[src/rtl/alu_arb_pkg.sv]
// Shared types and constants for the two-requester ALU arbiter.
package alu_arb_pkg;

    typedef enum logic [2:0] {
        IDLE,
        START,
        LOAD_A,
        LOAD_B,
        WAIT,
        RESP
    } state_t;

    // Bit positions inside the 4-bit flag bus {negative, zero, carry, overflow}
    localparam int FLAG_N = 3;
    localparam int FLAG_Z = 2;
    localparam int FLAG_C = 1;
    localparam int FLAG_V = 0;

    localparam int DEFAULT_TIMEOUT_CYCLES = 64;

endpackage

[src/rtl/rr_arb2.sv]
// Two-way round-robin arbiter: the requester not granted last wins a tie.
module rr_arb2 (
    input  logic       clk,
    input  logic       rst,
    input  logic [1:0] req,
    input  logic       update,
    output logic [1:0] grant
);

    logic last_grant;

    // Reset as if r1 was granted last so r0 holds priority first.
    always_ff @(posedge clk) begin
        if (rst) begin
            last_grant <= 1'b1;
        end else if (update && (grant != 2'b00)) begin
            last_grant <= grant[1];
        end
    end

    always_comb begin
        grant = req;
        if (req == 2'b11) begin
            grant = last_grant ? 2'b01 : 2'b10;
        end
    end

endmodule

[src/rtl/alu_arbiter.sv]
// Shares one multi-cycle ALU between two requesters, one operation in flight.
// Define ALU_ARB_TIMEOUT_EN to abort operations the ALU never finishes.
module alu_arbiter
    import alu_arb_pkg::*;
#(
    parameter int TIMEOUT_CYCLES = DEFAULT_TIMEOUT_CYCLES
) (
    input  logic        clk,
    input  logic        rst,
    input  logic        r0_valid,
    input  logic        r1_valid,
    output logic        r0_ready,
    output logic        r1_ready,
    input  logic [3:0]  r0_op,
    input  logic [3:0]  r1_op,
    input  logic [15:0] r0_a,
    input  logic [15:0] r0_b,
    input  logic [15:0] r1_a,
    input  logic [15:0] r1_b,
    output logic [1:0]  rsp_valid,
    input  logic [1:0]  rsp_ready,
    output logic [15:0] rsp_data,
    output logic [3:0]  rsp_flags,
    output logic        rsp_err,
    output logic        alu_start,
    output logic [3:0]  alu_s,
    output logic [15:0] alu_inbus,
    input  logic [15:0] alu_outbus,
    input  logic [3:0]  alu_flags,
    input  logic        alu_finish,
    output logic        alu_rst_b
);

    state_t      state, next_state;
    logic [1:0]  grant;
    logic        accept;
    logic        timeout_hit;
    logic        owner_q;
    logic [3:0]  op_q;
    logic [15:0] a_q, b_q;
    logic        rst_hold_q;

    assign accept   = (state == IDLE) && !rst && (r0_valid || r1_valid);
    assign r0_ready = accept && grant[0];
    assign r1_ready = accept && grant[1];
    assign alu_s    = op_q;

    rr_arb2 u_rr (
        .clk    (clk),
        .rst    (rst),
        .req    ({r1_valid, r0_valid}),
        .update (accept),
        .grant  (grant)
    );

`ifdef ALU_ARB_TIMEOUT_EN
    localparam int CNT_W = $clog2(TIMEOUT_CYCLES) + 1;
    logic [CNT_W-1:0] wait_cnt;

    always_ff @(posedge clk) begin
        if (rst || (state != WAIT)) begin
            wait_cnt <= '0;
        end else begin
            wait_cnt <= wait_cnt + CNT_W'(1);
        end
    end

    assign timeout_hit = (state == WAIT) && !alu_finish &&
                         (wait_cnt == CNT_W'(TIMEOUT_CYCLES - 1));

    always_ff @(posedge clk) begin
        if (rst) begin
            rsp_err <= 1'b0;
        end else if ((state == WAIT) && alu_finish) begin
            rsp_err <= 1'b0;
        end else if (timeout_hit) begin
            rsp_err <= 1'b1;
        end
    end
`else
    logic unused_timeout_cfg;
    assign unused_timeout_cfg = |TIMEOUT_CYCLES;
    assign timeout_hit        = 1'b0;
    assign rsp_err            = 1'b0;
`endif

    // The ALU reset is held through reset plus one cycle, and pulsed on a timeout.
    always_ff @(posedge clk) begin
        if (rst) begin
            rst_hold_q <= 1'b0;
        end else begin
            rst_hold_q <= !timeout_hit;
        end
    end

    assign alu_rst_b = !rst && rst_hold_q;

    always_ff @(posedge clk) begin
        if (rst) begin
            state <= IDLE;
        end else begin
            state <= next_state;
        end
    end

    always_ff @(posedge clk) begin
        if (rst) begin
            owner_q   <= 1'b0;
            op_q      <= '0;
            a_q       <= '0;
            b_q       <= '0;
            rsp_data  <= '0;
            rsp_flags <= '0;
        end else begin
            if (accept) begin
                owner_q <= grant[1];
                op_q    <= grant[1] ? r1_op : r0_op;
                a_q     <= grant[1] ? r1_a : r0_a;
                b_q     <= grant[1] ? r1_b : r0_b;
            end
            if ((state == WAIT) && alu_finish) begin
                rsp_data          <= alu_outbus;
                rsp_flags[FLAG_N] <= alu_flags[FLAG_N];
                rsp_flags[FLAG_Z] <= alu_flags[FLAG_Z];
                rsp_flags[FLAG_C] <= alu_flags[FLAG_C];
                rsp_flags[FLAG_V] <= alu_flags[FLAG_V];
            end else if (timeout_hit) begin
                rsp_data  <= '0;
                rsp_flags <= '0;
            end
        end
    end

    always_comb begin
        next_state = state;
        alu_start  = 1'b0;
        alu_inbus  = '0;
        rsp_valid  = 2'b00;
        case (state)
            IDLE: begin
                if (r0_valid || r1_valid) next_state = START;
            end
            START: begin
                alu_start  = 1'b1;
                next_state = LOAD_A;
            end
            LOAD_A: begin
                alu_inbus  = a_q;
                next_state = LOAD_B;
            end
            LOAD_B: begin
                alu_inbus  = b_q;
                next_state = WAIT;
            end
            WAIT: begin
                if (alu_finish || timeout_hit) next_state = RESP;
            end
            RESP: begin
                rsp_valid = owner_q ? 2'b10 : 2'b01;
                if (rsp_ready[owner_q]) next_state = IDLE;
            end
            default: next_state = IDLE;
        endcase
    end

endmodule

[config.mk]
export PLATFORM = sky130hd
export DESIGN_NAME = alu_arbiter
export DESIGN_NICKNAME = d
export VERILOG_FILES = /design/src/rtl/alu_arb_pkg.sv /design/src/rtl/rr_arb2.sv /design/src/rtl/alu_arbiter.sv
export SDC_FILE = /design/constraint.sdc
export NUM_CORES = 1
export LEC_CHECK = 0
export CORE_ASPECT_RATIO = 1.5
export CORE_MARGIN = 4
export CORE_UTILIZATION = 30
export DETAILED_ROUTE_END_ITERATION = 7
export HOLD_SLACK_MARGIN = 0.1
export PLACE_DENSITY_LB_ADDON = 0.08
export REMOVE_ABC_BUFFERS = 1
export SLEW_MARGIN = 20
export SYNTH_ARGS = -nofsm -noshare
export SYNTH_HDL_FRONTEND = slang
export SYNTH_SLANG_ARGS = --single-unit
[constraint.sdc]
create_clock -name clk -period 1.7 [get_ports clk]
set_input_delay 0.34 -clock clk [delete_from_list [all_inputs] [get_ports clk]]
set_output_delay 0.34 -clock clk [all_outputs]
set_load 0.005 [all_outputs]
**Yosys cells after proc, flatten, opt, wreduce, memory -nomap -nowiden**

Cells that the tools add are included.

- Output and inout bits: 47
- Bits of input ports: 99
- Register bits after elaboration: 62
- Logic and storage cells: 47

- Muxes and demuxes: 16
- Reduce and logical (&&, ||, !) cells: 12
- Magnitude comparators: 1
- Equality and inequality tests: 9

Operator list:

| operator | count |
|---|---|
| 16-bit two-way mux | 2 |
| 16-bit one-hot mux with 2 select lines | 1 |
| 3-bit one-hot mux with 6 select lines | 1 |
| 3-bit two-way mux | 3 |
| 2-bit two-way mux | 4 |
| 1-bit logical AND | 7 |
| 3-bit by 2-bit == test with 1-bit output (second input constant) | 2 |
| 3-bit == test (second input constant) | 2 |
| 1-bit two-way mux | 4 |
| 4-bit two-way mux | 1 |
| 2-bit inequality test (second input constant) | 2 |
| 3-bit by 1-bit == test with 1-bit output (second input constant) | 1 |
| 3-bit zero test | 1 |
| 3-bit AND reduction | 1 |
| 2-bit == test (second input constant) | 1 |
| 1-bit by 2-bit less-than comparator with 1-bit output (second input constant) | 1 |
| 2-bit by 1-bit inequality test with 1-bit output (second input constant) | 1 |
| 2-bit nonzero test | 1 |
| 1-bit zero test | 1 |
| 1-bit logical OR | 1 |

**Longest topological paths before layout**

Gate-level depths: netlist (run 1).

- Depth after elaboration: 4
- Mapped depth: 5
- Mapped depth without buffers: 3

**Modules after synthesis**

Synthesis (run 1) repeated with hierarchy kept, for this count alone.

- Cell total of the unflattened synthesis: 289
- Area, all modules: 2,946.6 µm²

By module, submodules not included:

| module | cells each | instances | seq. area each (µm²) | area each (µm²) |
|---|---|---|---|---|
| alu_arbiter | 282 | 1 | 1,221.2 | 2,885.3 |
| rr_arb2 | 7 | 1 | 20.0 | 61.3 |

**Worst setup path after synthesis (run 1)**

OpenSTA, ideal clock, no wires.

- Kind: reg-to-output
- Start point: register state[2]
- End point: output r0_ready
- Path buffers: 2
- Data required time: 1,360 ps
- Stages on the path, launching flop included: 5
- Slack: 188 ps
- Arrival time: 1,172 ps
- Cell sequence: dfxtp_1 > or3_4 > buf_6 > buf_6 > nor3_1

- Cells in the longest elaborated chain, start to end: 4

RTL lines:

| what | RTL line | text |
|---|---|---|
| from (decl) | alu_arbiter.sv:34 | `state_t state, next_state;` |
| from (signal assigned) | alu_arbiter.sv:102 | `state <= next_state;` |
| 3-bit zero test | alu_arbiter.sv:43 | `assign accept = (state == IDLE) && !rst && (r0_valid \|\| r1_valid);` |
| 1-bit logical AND (2 in series) | alu_arbiter.sv:43 |  |
| 1-bit logical AND | alu_arbiter.sv:44 | `assign r0_ready = accept && grant[0];` |
| to (decl) | alu_arbiter.sv:12 | `output logic r0_ready,` |

Every way passes these cells.

**Worst setup path after layout (run 1)**

- Start point: register state[2]
- End point: output r1_ready

- Cells in the longest elaborated chain, start to end: 4

RTL lines:

| what | RTL line | text |
|---|---|---|
| 3-bit zero test | alu_arbiter.sv:43 |  |
| 1-bit logical AND (2 in series) | alu_arbiter.sv:43 |  |
| 1-bit logical AND | alu_arbiter.sv:45 | `assign r1_ready = accept && grant[1];` |
| to (decl) | alu_arbiter.sv:13 | `output logic r1_ready,` |

Every way passes these cells.

==> results of run 1 <==
## power breakdown
group	switching, W	internal [W]	leakage, nW	total (W)
Clock	0.000603	0.00114	0.142	0.00174
Sequential	0.000111	0.00168	0.512	0.00179
Combinational	0.000720	0.000894	1.50	0.00161
Total	0.00143	0.00371	2.15	0.00514
## logic make-up (layout without fill, tap and decap cells)
group	Yosys count	in the layout
simple gates	152	152
buf+inv	71	250
compound gates	64	64
flops	62	62
mux	17	17
other cells	1	1
xor+xnor	1	1
## Yosys cell counts
| cell | n | area (um^2) |
|---|---|---|
| nor3_2 | 9 | 90.09 |
| nor2_1 | 17 | 63.81 |
| nand4bb_1 | 1 | 11.26 |
| a21oi_1 | 21 | 105.1 |
| o31ai_1 | 1 | 7.510 |
| nand2_1 | 79 | 296.5 |
| and2_1 | 1 | 6.260 |
| dfxtp_1 | 62 | 1241 |
| inv_1 | 37 | 138.9 |
| inv_2 | 1 | 3.750 |
| buf_2 | 17 | 85.08 |
| clkbuf_1 | 8 | 30.03 |
| nor3b_1 | 2 | 15.01 |
| nand2b_1 | 3 | 18.77 |
| conb_1 | 1 | 3.750 |
| and3_1 | 1 | 6.260 |
| nor4_1 | 1 | 6.260 |
| or4b_1 | 1 | 10.01 |
| or2_1 | 1 | 6.260 |
| a221oi_2 | 30 | 450.4 |
| a21bo_2 | 1 | 10.01 |
| a221oi_1 | 6 | 52.55 |
| o211ai_1 | 2 | 15.01 |
| buf_4 | 3 | 22.52 |
| buf_6 | 5 | 56.30 |
| xnor2_1 | 1 | 8.760 |
| and4bb_1 | 1 | 12.51 |
| a32o_1 | 1 | 10.01 |
| or3_4 | 1 | 11.26 |
| o21ai_0 | 2 | 10.01 |
| nor2b_1 | 2 | 12.51 |
| nor3_1 | 32 | 160.2 |
| mux2i_1 | 17 | 170.2 |
## layer usage
layer / part of all wire / GRT usage
met3: 0.072 / 0.05876
met4: 0.016 / 0.05453
met1: 0.40 / 0.1800
met5: 0 / 0
met2: 0.51 / 0.2997
## worst min path at each step
stage | startpoint | endpoint
4_1_cts | rsp_data[6] | rsp_data[6]
6_report | rsp_data[6] | rsp_data[6]
3_5_place_dp | rsp_data[6] | rsp_data[6]
2_1_floorplan | rst | owner_q
5_1_grt | rsp_data[15] | rsp_data[15]
3_3_place_gp | rsp_data[6] | rsp_data[6]
## final cells by class
type / instances / area share
clock buffer: 15 / 0.05306
inverter: 38 / 0.02676
multi-input combinational: 235 / 0.3043
sequential: 62 / 0.2300
tap: 141 / 0.03253
timing repair buffer: 197 / 0.3534
## state kept, by name, indices dropped and copies added (netlist names)
register and count:
a_q 16, alu_s 4, b_q 16, owner_q 1, rsp_data 16, rsp_flags 4
rst_hold_q 1, state 3, u_rr.last_grant 1
## tightest hold or removal path: stages (launching register included)
cell     delay [ns]
dfxtp_1        0.30
nand2_1        0.05
a21oi_1        0.05
## repair_timing
action,CTS,global route
setup endpoints to repair,22,49
buffers inserted,11,8
pin swaps,8,13
endpoints found under the hold margin,0,0
gates resized for setup,102,24
cloned,3,2
## per-stage QoR
| stage | utilization | hold WS [ns] | instance area (um^2) |
|---|---|---|---|
| after floorplan | - | 0.4091 | 2954 |
| after global placement | 0.4765 | 0.4438 | 4856 |
| after detailed placement | 0.4765 | 0.4472 | 4856 |
| after CTS | 0.5197 | 0.4542 | 5296 |
| after global routing | 0.5322 | 0.4710 | 5424 |
| final | 0.5322 | 0.4517 | 5424 |
==> qor.csv, run 1 <==
stage;metric;value;unit
clock_tree;Clock Path Buffers;2;
setup_path;CP required;1.36;ns
clock_tree;clk slew on worst S/H paths;0.05;ns
timing;fmax;0.5448;GHz
power_and_ir_drop;VDD IR-drop max;0.5858;mV
floorplanning;# rows;45;
synth;mux share of post-synthesis cell area;0.05405;
setup_path;WP buf/inv;1;
setup_path;RR Endpoint;a_q[5];
routing;DRT Pass-1 Iters;4;
synth;post-synthesis adder-cell area fraction;0;
setup_path;Worst Path Arrival;1.50;ns
setup_path;Worst setup EP type;output port;
final_layout;Cell Count, Final, Fillers Out;688;
synth;average footprint of a synthesized cell;8.554;um^2
routing;WL/cell;14.84;um
floorplanning;Die X;91.64;um
clock_tree;clock network latency to the later pin of the worst-skew pair;0.32;ns
final_layout;Syn-to-layout area delta;72.30;%
run_status;violated checks;setup timing;
setup_path;kind of critical path;flip-flop to output port;
setup_path;Crit path max-delay family;simple AND/OR/NAND/NOR gates;
floorplanning;num ports;146;
setup_path;cell breakdown of the critical path;or3_4 -> or2_1 -> nor2_1 -> buf_2;
setup_path;Worst Setup SP;state[2];
setup_path;Worst R2R Path Depth;8;
timing;RSZ-0062 raised after global routing;yes;
setup_path;critical path launch point type;flip-flop;
floorplanning;DIE AREA;12230;um^2
timing;TNS Setup;-0.3607;ns
clock_tree;root buffer cell;clkbuf_16;
placed_design;Inst Count DP;651;
setup_path;Max stage delay on crit path;0.40;ns
timing;final setup fails;8;
placed_design;pre-CTS worst setup slack;-0.5039;ns
clock_tree;hold buffer count at cts;0;
routing;DR iter-0 viols;132;
flow_run;MaxCap Viol Count;0;
final_layout;most common cell after layout, fill and taps aside;clkdlybuf4s50_1;
global_routing;first-pass GRT wire length;16340;um
run_status;status;finished, violations left;
final_layout;Multi-input gate area;1650;um^2
power_and_ir_drop;Tot Pwr;0.005141;W
global_routing;antenna violations before repair;0;
routing;DR vias;3255;
setup_path;worst setup path endpoint;r1_ready;
routing;drt drc;0;
timing;Final min period;1.836;ns
synth;post-synth cell types;33;
synth;#FFs+latches synth;62;
routing;post-DR vias/cell;4.731;
final_layout;most frequent cells in the layout;clkdlybuf4s50_1 (122), nand2_1 (79), dfxtp_1 (59);
setup_path;Reg-to-Reg Start;state[0];
hold_path;WHS Path Cells;2;
setup_path;R2R setup slack;0.05;ns
synth;post-synthesis sequential area ratio;0.3943;
placed_design;PortBufs;144;
clock_tree;CTS sink count;62;
final_layout;Reg area;1247;um^2
synth;Ys Warns;0;
clock_tree;H-tree lvl count;3;
timing;Final WS setup;-0.1355;ns
synth;largest family of logic cells by synthesized area;simple AND/OR/NAND/NOR gates;
final_layout;ant diodes;0;
floorplanning;Die Ht;133.5;um
timing;clk_skew;0.003529;ns
synth;instance count of the mapped netlist;368;
clock_tree;CTS tree;yes;
global_routing;largest net degree at the start of global routing;38;
final_layout;Layout fillers;986;
placed_design;Placer Congestion;0.7286;
timing;period utilization;1.080;
final_layout;share of cells above drive strength 1;0.2633;
global_routing;gr usage total;0.1667;
global_routing;grt ovf;0;
synth;Compound-Gate Fraction of Synth Area;0.2099;
timing;Slew Viols, Final;0;
clock_tree;CTS Buf Count;9;
routing;Antenna Nets Post-Route;0;
setup_path;Critical Path Stages;4;
hold_path;HP Class;flip-flop to flip-flop;
floorplanning;Starting Density;0.3089;
power_and_ir_drop;leakage power total;2.155;nW
synth;Synth Area in XOR/XNOR;0.002782;
final_layout;final net count;642;
setup_path;CP max-delay cell;or3_4;
routing;detailed-route wire length;10210;um
setup_path;crit-path max FO;3;
synth;cell area after synthesis;3148;um^2
global_routing;number of global-route vias before repair;3285;
placed_design;post-DP HPWL;7030;um
synth;simple-gate area share of the yosys netlist;0.2309;
floorplanning;core area;10190;um^2
power_and_ir_drop;cell area power density;947.9;nW/um^2
timing;endpoints failing hold;0;
(Power assumes the default switching activity.)
==> inputs of run 2 (changes only) <==
--- a/config.mk
+++ b/config.mk
@@ -7,10 +7,10 @@
 export LEC_CHECK = 0
 export CORE_ASPECT_RATIO = 1.5
 export CORE_MARGIN = 4
-export CORE_UTILIZATION = 30
+export CORE_UTILIZATION = 42
 export DETAILED_ROUTE_END_ITERATION = 7
 export HOLD_SLACK_MARGIN = 0.1
-export PLACE_DENSITY_LB_ADDON = 0.08
+export PLACE_DENSITY = 0.81
 export REMOVE_ABC_BUFFERS = 1
 export SLEW_MARGIN = 20
 export SYNTH_ARGS = -nofsm -noshare
==> qor.csv, run 2 (same netlist as run 1, synthesis figures left out) <==
stage;metric;value;unit;change
power_and_ir_drop;leakage power total;2.062;nW;-4.3%
routing;WL/cell;16.37;um;+10%
clock_tree;CTS sink count;62;;unchanged
placed_design;Placer Congestion;0.7878;;+8.1%
global_routing;antenna violations before repair;0;;unchanged
routing;DRT Pass-1 Iters;6;;+2
routing;DR iter-0 viols;220;;+67%
clock_tree;clock network latency to the later pin of the worst-skew pair;0.34;ns;+0.02 ns
setup_path;R2R setup slack;-0.06;ns;-0.11 ns
global_routing;number of global-route vias before repair;3372;;+2.6%
routing;DR vias;3272;;+0.52%
setup_path;critical path launch point type;flip-flop;;
clock_tree;CTS Buf Count;9;;unchanged
placed_design;pre-CTS worst setup slack;-0.4900;ns;+0.01388 ns
global_routing;largest net degree at the start of global routing;37;;-2.6%
setup_path;CP required;1.36;ns;about the same
power_and_ir_drop;cell area power density;920.5;nW/um^2;-2.9%
placed_design;post-DP HPWL;7224;um;+2.8%
routing;drt drc;0;;unchanged
run_status;violated checks;setup timing;;
timing;clk_skew;0.01366;ns;+0.01013 ns
setup_path;crit-path max FO;5;;+2
timing;Final WS setup;-0.1608;ns;-0.02523 ns
floorplanning;num ports;146;;unchanged
timing;period utilization;1.095;;+0.01484
power_and_ir_drop;VDD IR-drop max;0.6852;mV;+17%
timing;Slew Viols, Final;0;;unchanged
timing;Final min period;1.861;ns;+0.02523 ns
floorplanning;Starting Density;0.4327;;+0.1238
clock_tree;Clock Path Buffers;2;;unchanged
setup_path;Worst Path Arrival;1.52;ns;+0.02 ns
setup_path;kind of critical path;flip-flop to output port;;
placed_design;PortBufs;144;;unchanged
floorplanning;# rows;38;;-16%
floorplanning;Die X;78.69;um;-14%
final_layout;final net count;632;;-1.6%
clock_tree;CTS tree;yes;;
power_and_ir_drop;Tot Pwr;0.004862;W;-5.4%
clock_tree;hold buffer count at cts;0;;unchanged
global_routing;first-pass GRT wire length;15900;um;-2.7%
clock_tree;root buffer cell;clkbuf_8;;
global_routing;gr usage total;0.2265;;+0.05977
final_layout;most frequent cells in the layout;clkdlybuf4s50_1 (121), nand2_1 (78), dfxtp_1 (59);;
global_routing;grt ovf;0;;unchanged
final_layout;Syn-to-layout area delta;67.81;%;
final_layout;largest registers;a_q (16), b_q (16), rsp_data (16);;
floorplanning;DIE AREA;8973;um^2;-27%
hold_path;HP Class;primary input to flip-flop;;
final_layout;most common cell after layout, fill and taps aside;clkdlybuf4s50_1;;
run_status;status;finished, violations left;;
final_layout;ant diodes;0;;unchanged
clock_tree;H-tree lvl count;3;;unchanged
timing;final setup fails;12;;+4
clock_tree;clk slew on worst S/H paths;0.08;ns;+0.03 ns
floorplanning;core area;7274;um^2;-29%
timing;RSZ-0062 raised after global routing;yes;;
setup_path;Worst setup EP type;output port;;
routing;post-DR vias/cell;5.137;;+8.6%
routing;Antenna Nets Post-Route;0;;unchanged
timing;endpoints failing hold;0;;unchanged
routing;detailed-route wire length;10430;um;+2.2%
flow_run;MaxCap Viol Count;0;;unchanged
floorplanning;Die Ht;114.0;um;-15%
final_layout;share of cells above drive strength 1;0.2831;;+0.01980
timing;fmax;0.5374;GHz;-1.4%
==> run 2: cell count changes in the layout (fill, tap and decap cells not counted), moves of 3 or more <==
cell	delta
nor2_2	+3
mux2i_1	-5
clkbuf_8	+5
clkbuf_16	-9
nor2_1	-8
buf_6	-8
nor2_4	+5
mux2i_4	+4
a221oi_2	+3
clkinvlp_4	+3
==> run 2: worst max-delay path, cell delays in order (launching register included) <==
cell	delay, ns
dfxtp_4	0.37
or3_4	0.37
or2_1	0.23
nor2_1	0.10
buf_2	0.11
==> run 2: cell type report <==
cell class	count	area, um^2
Sequential cell	62	1247
Multi-Input combinational cell	235	1758
Clock inverter	6	87.58
Clock buffer	9	123.9
Tap cell	100	125.1
Timing Repair Buffer	187	1798
Fill cell	548	1992
Inverter	38	142.6
==> run 2: routing by layer <==
layer | track usage | vias up | wire length (um)
met2 | 0.4243 | 137 | 5601
met3 | 0.06082 | 26 | 721
met5 | 0 | - | 0
met1 | 0.2308 | 1522 | 3830
li1 | - | 1587 | -
met4 | 0.09918 | 0 | 275
==> run 2: per-stage QoR <==
step / hold WS, ns / utilization / setup TNS, ns / instances / cell area [um^2]
6_report: 0.4360 / 0.7262 / -0.5601 / 637 / 5283
5_1_grt: 0.4584 / 0.7262 / -3.474 / 637 / 5283
4_1_cts: 0.4566 / 0.7190 / -0.6079 / 636 / 5230
3_5_place_dp: 0.4467 / 0.6601 / -10.86 / 608 / 4802
3_3_place_gp: 0.4420 / 0.6601 / -9.584 / 608 / 4802
2_1_floorplan: 0.4091 / - / -43.32 / 335 / 2954
==> run 2: path summary, 6_finish.rpt <==
path	startpoint	endpoint	depth (start not counted)
max	state[0]	r1_ready	4
min	rst	rsp_data[0]	3
max reg2reg	state[0]	a_q[8]	7
min reg2reg	rsp_data[13]	rsp_data[13]	2
==> run 2: repair_timing <==
item | in CTS | in global routing
setup buffers | 11 | 6
resized for setup | 125 | 22
gates cloned | 2 | 1
setup endpoints to repair | 22 | 57
pin swaps | 6 | 9
==> run 2: report_power, final <==
group / switching [W] / total, W / internal [W]
clock network: 0.000586 / 0.00140 / 0.000814
registers: 0.000138 / 0.00181 / 0.00167
logic: 0.000766 / 0.00165 / 0.000885
total: 0.00149 / 0.00486 / 0.00337
==> inputs of run 3 (changes only) <==
--- a/config.mk
+++ b/config.mk
@@ -6,7 +6,7 @@
 export NUM_CORES = 1
 export LEC_CHECK = 0
 export CORE_ASPECT_RATIO = 1.5
-export CORE_MARGIN = 4
+export CORE_MARGIN = 5
 export CORE_UTILIZATION = 42
 export DETAILED_ROUTE_END_ITERATION = 7
 export HOLD_SLACK_MARGIN = 0.1
==> qor.csv, run 3 (same netlist as run 1, synthesis figures left out) <==
stage;metric;value;unit;change
routing;post-DR vias/cell;5.283;;+2.9%
timing;endpoints failing hold;0;;unchanged
routing;DRT Pass-1 Iters;4;;-2
placed_design;PortBufs;144;;unchanged
clock_tree;clk slew on worst S/H paths;0.07;ns;about the same
setup_path;Reg-to-Reg Start;state[2];;
floorplanning;DIE AREA;9362;um^2;+4.3%
power_and_ir_drop;VDD IR-drop max;0.4946;mV;-28%
final_layout;Syn-to-layout area delta;74.76;%;
clock_tree;CTS sink count;62;;unchanged
final_layout;share of cells above drive strength 1;0.3168;;+0.03370
power_and_ir_drop;leakage power total;2.122;nW;+2.9%
timing;fmax;0.5265;GHz;-2.0%
final_layout;final net count;637;;+0.79%
setup_path;CP max-delay cell;or3_4;;
setup_path;Max stage delay on crit path;0.42;ns;+0.05 ns
timing;Slew Viols, Final;0;;unchanged
global_routing;gr usage total;0.2346;;+0.008116
final_layout;most common cell after layout, fill and taps aside;clkdlybuf4s50_1;;
global_routing;largest net degree at the start of global routing;38;;+2.7%
timing;period utilization;1.117;;+0.02260
clock_tree;H-tree lvl count;3;;unchanged
clock_tree;hold buffer count at cts;0;;unchanged
global_routing;first-pass GRT wire length;16620;um;+4.5%
final_layout;Design Area, Final;5502;um^2;+4.1%
setup_path;RR Endpoint;b_q[9];;
clock_tree;clock network latency to the later pin of the worst-skew pair;0.36;ns;+0.02 ns
hold_path;Hold Path End;owner_q;;
placed_design;pre-CTS worst setup slack;-0.5188;ns;-0.02878 ns
global_routing;met2 Usage GRT;0.4259;;+0.001608
routing;drt drc;0;;unchanged
setup_path;R2R setup slack;-0.10;ns;-0.04 ns
floorplanning;Die Ht;116.0;um;+1.8%
setup_path;Worst R2R Path Depth;9;;+2
final_layout;most frequent cells in the layout;clkdlybuf4s50_1 (121), nand2_1 (79), dfxtp_1 (60);;
hold_path;WHS Path Cells;2;;-1
routing;WL/cell;18.26;um;+12%
floorplanning;# rows;38;;unchanged
timing;final setup fails;54;;+42
global_routing;antenna violations before repair;0;;unchanged
clock_tree;root buffer cell;clkbuf_8;;
timing;clk_skew;0.005534;ns;-0.008129 ns
routing;detailed-route wire length;11740;um;+13%
global_routing;GRT busiest layer;met2;;
placed_design;Placer Congestion;0.8264;;+4.9%
timing;RSZ-0062 raised after global routing;yes;;
placed_design;Area after DPL;4732;um^2;-1.5%
global_routing;grt ovf;0;;unchanged
final_layout;ant diodes;0;;unchanged
routing;Antenna Nets Post-Route;0;;unchanged
floorplanning;num ports;146;;unchanged
flow_run;MaxCap Viol Count;0;;unchanged
setup_path;CP required;1.36;ns;about the same
setup_path;crit-path max FO;3;;-2
floorplanning;Starting Density;0.4327;;unchanged
power_and_ir_drop;cell area power density;899.8;nW/um^2;-2.2%
setup_path;Worst Path Arrival;1.56;ns;+0.04 ns
clock_tree;Clock Path Buffers;2;;unchanged
run_status;status;finished, violations left;;
hold_path;HP Start;rst;;
placed_design;post-DP HPWL;7227;um;about the same
setup_path;kind of critical path;flip-flop to output port;;
setup_path;cell breakdown of the critical path;or3_4 -> or2_1 -> nor2_1 -> buf_2;;
floorplanning;Die X;80.69;um;+2.5%
timing;Final min period;1.899;ns;+0.03843 ns
floorplanning;core area;7274;um^2;unchanged
clock_tree;CTS tree;yes;;
final_layout;largest registers;a_q (16), b_q (16), rsp_data (16);;
hold_path;HP Class;primary input to flip-flop;;
global_routing;met3 GRT Util;0.06765;;+0.006830
timing;Final WS setup;-0.1992;ns;-0.03843 ns
setup_path;critical path launch point type;flip-flop;;
routing;DR vias;3397;;+3.8%
power_and_ir_drop;Tot Pwr;0.004950;W;+1.8%
clock_tree;CTS Buf Count;9;;unchanged
routing;DR iter-0 viols;169;;-23%
setup_path;Worst setup EP type;output port;;
run_status;violated checks;setup timing;;
global_routing;met1 usage;0.2401;;+0.009251
global_routing;number of global-route vias before repair;3436;;+1.9%
run 3: changes by cell type in the layout (fill, tap and decap cells not counted), moves of 4 or more:
cell	change
buf_6	+18
mux2i_2	+5
mux2i_1	-8
buf_2	-4
buf_4	-8
nor2_1	-5
run 3: metal layers:
metal / vias to the layer above / wire [um]
met5: - / 0
met4: 0 / 472
li1: 1600 / -
met3: 37 / 867
met1: 1604 / 4174
met2: 156 / 6225
run 3: worst max-delay path: cells and delay by family, from the launching register on:
kind          cells  cell delay (ns)
flops             1             0.33
buf+inv           1             0.12
simple gates      3             0.75
run 3: worst max path at each step:
stage	slack (ns)	to	depth (start not counted)	startpoint
2_1_floorplan	-1.28	a_q[10]	2	r1_valid
3_3_place_gp	-0.49	r1_ready	5	r1_valid
3_5_place_dp	-0.52	r1_ready	5	r1_valid
4_1_cts	-0.20	r1_ready	4	state[2]
5_1_grt	-0.26	r1_ready	4	state[2]
6_report	-0.20	r1_ready	4	state[2]
run 3: timing repair:
item / CTS / global route
gates resized for setup: 126 / 80
cloned: 1 / 4
buffers inserted: 17 / 8
pin swaps: 13 / 12
setup endpoints to repair: 22 / 57
run 3: cell type report:
type	instances	area, um^2
timing repair buffer	192	1917
multi-input combinational	235	1889
fill	499	1773
sequential	62	1246
inverter	38	142.6
clock buffer	11	131.4
tap	100	125.1
clock inverter	5	50.05
run 3: stage by stage:
step / util / setup TNS, ns / instances / hold slack [ns]
finish: 0.7563 / -3.005 / 643 / 0.2919
global route: 0.7563 / -6.089 / 643 / 0.2988
CTS: 0.7045 / -1.288 / 636 / 0.4551
detailed placement: 0.6505 / -11.94 / 602 / 0.4461
global placement: 0.6505 / -11.04 / 602 / 0.4413
floorplan: - / -43.32 / 335 / 0.4091
run 3: where the power goes:
| group | switching, W | internal, W |
|---|---|---|
| combinational | 0.000856 | 0.000991 |
| clock | 0.000590 | 0.000667 |
| sequential | 0.000174 | 0.00167 |
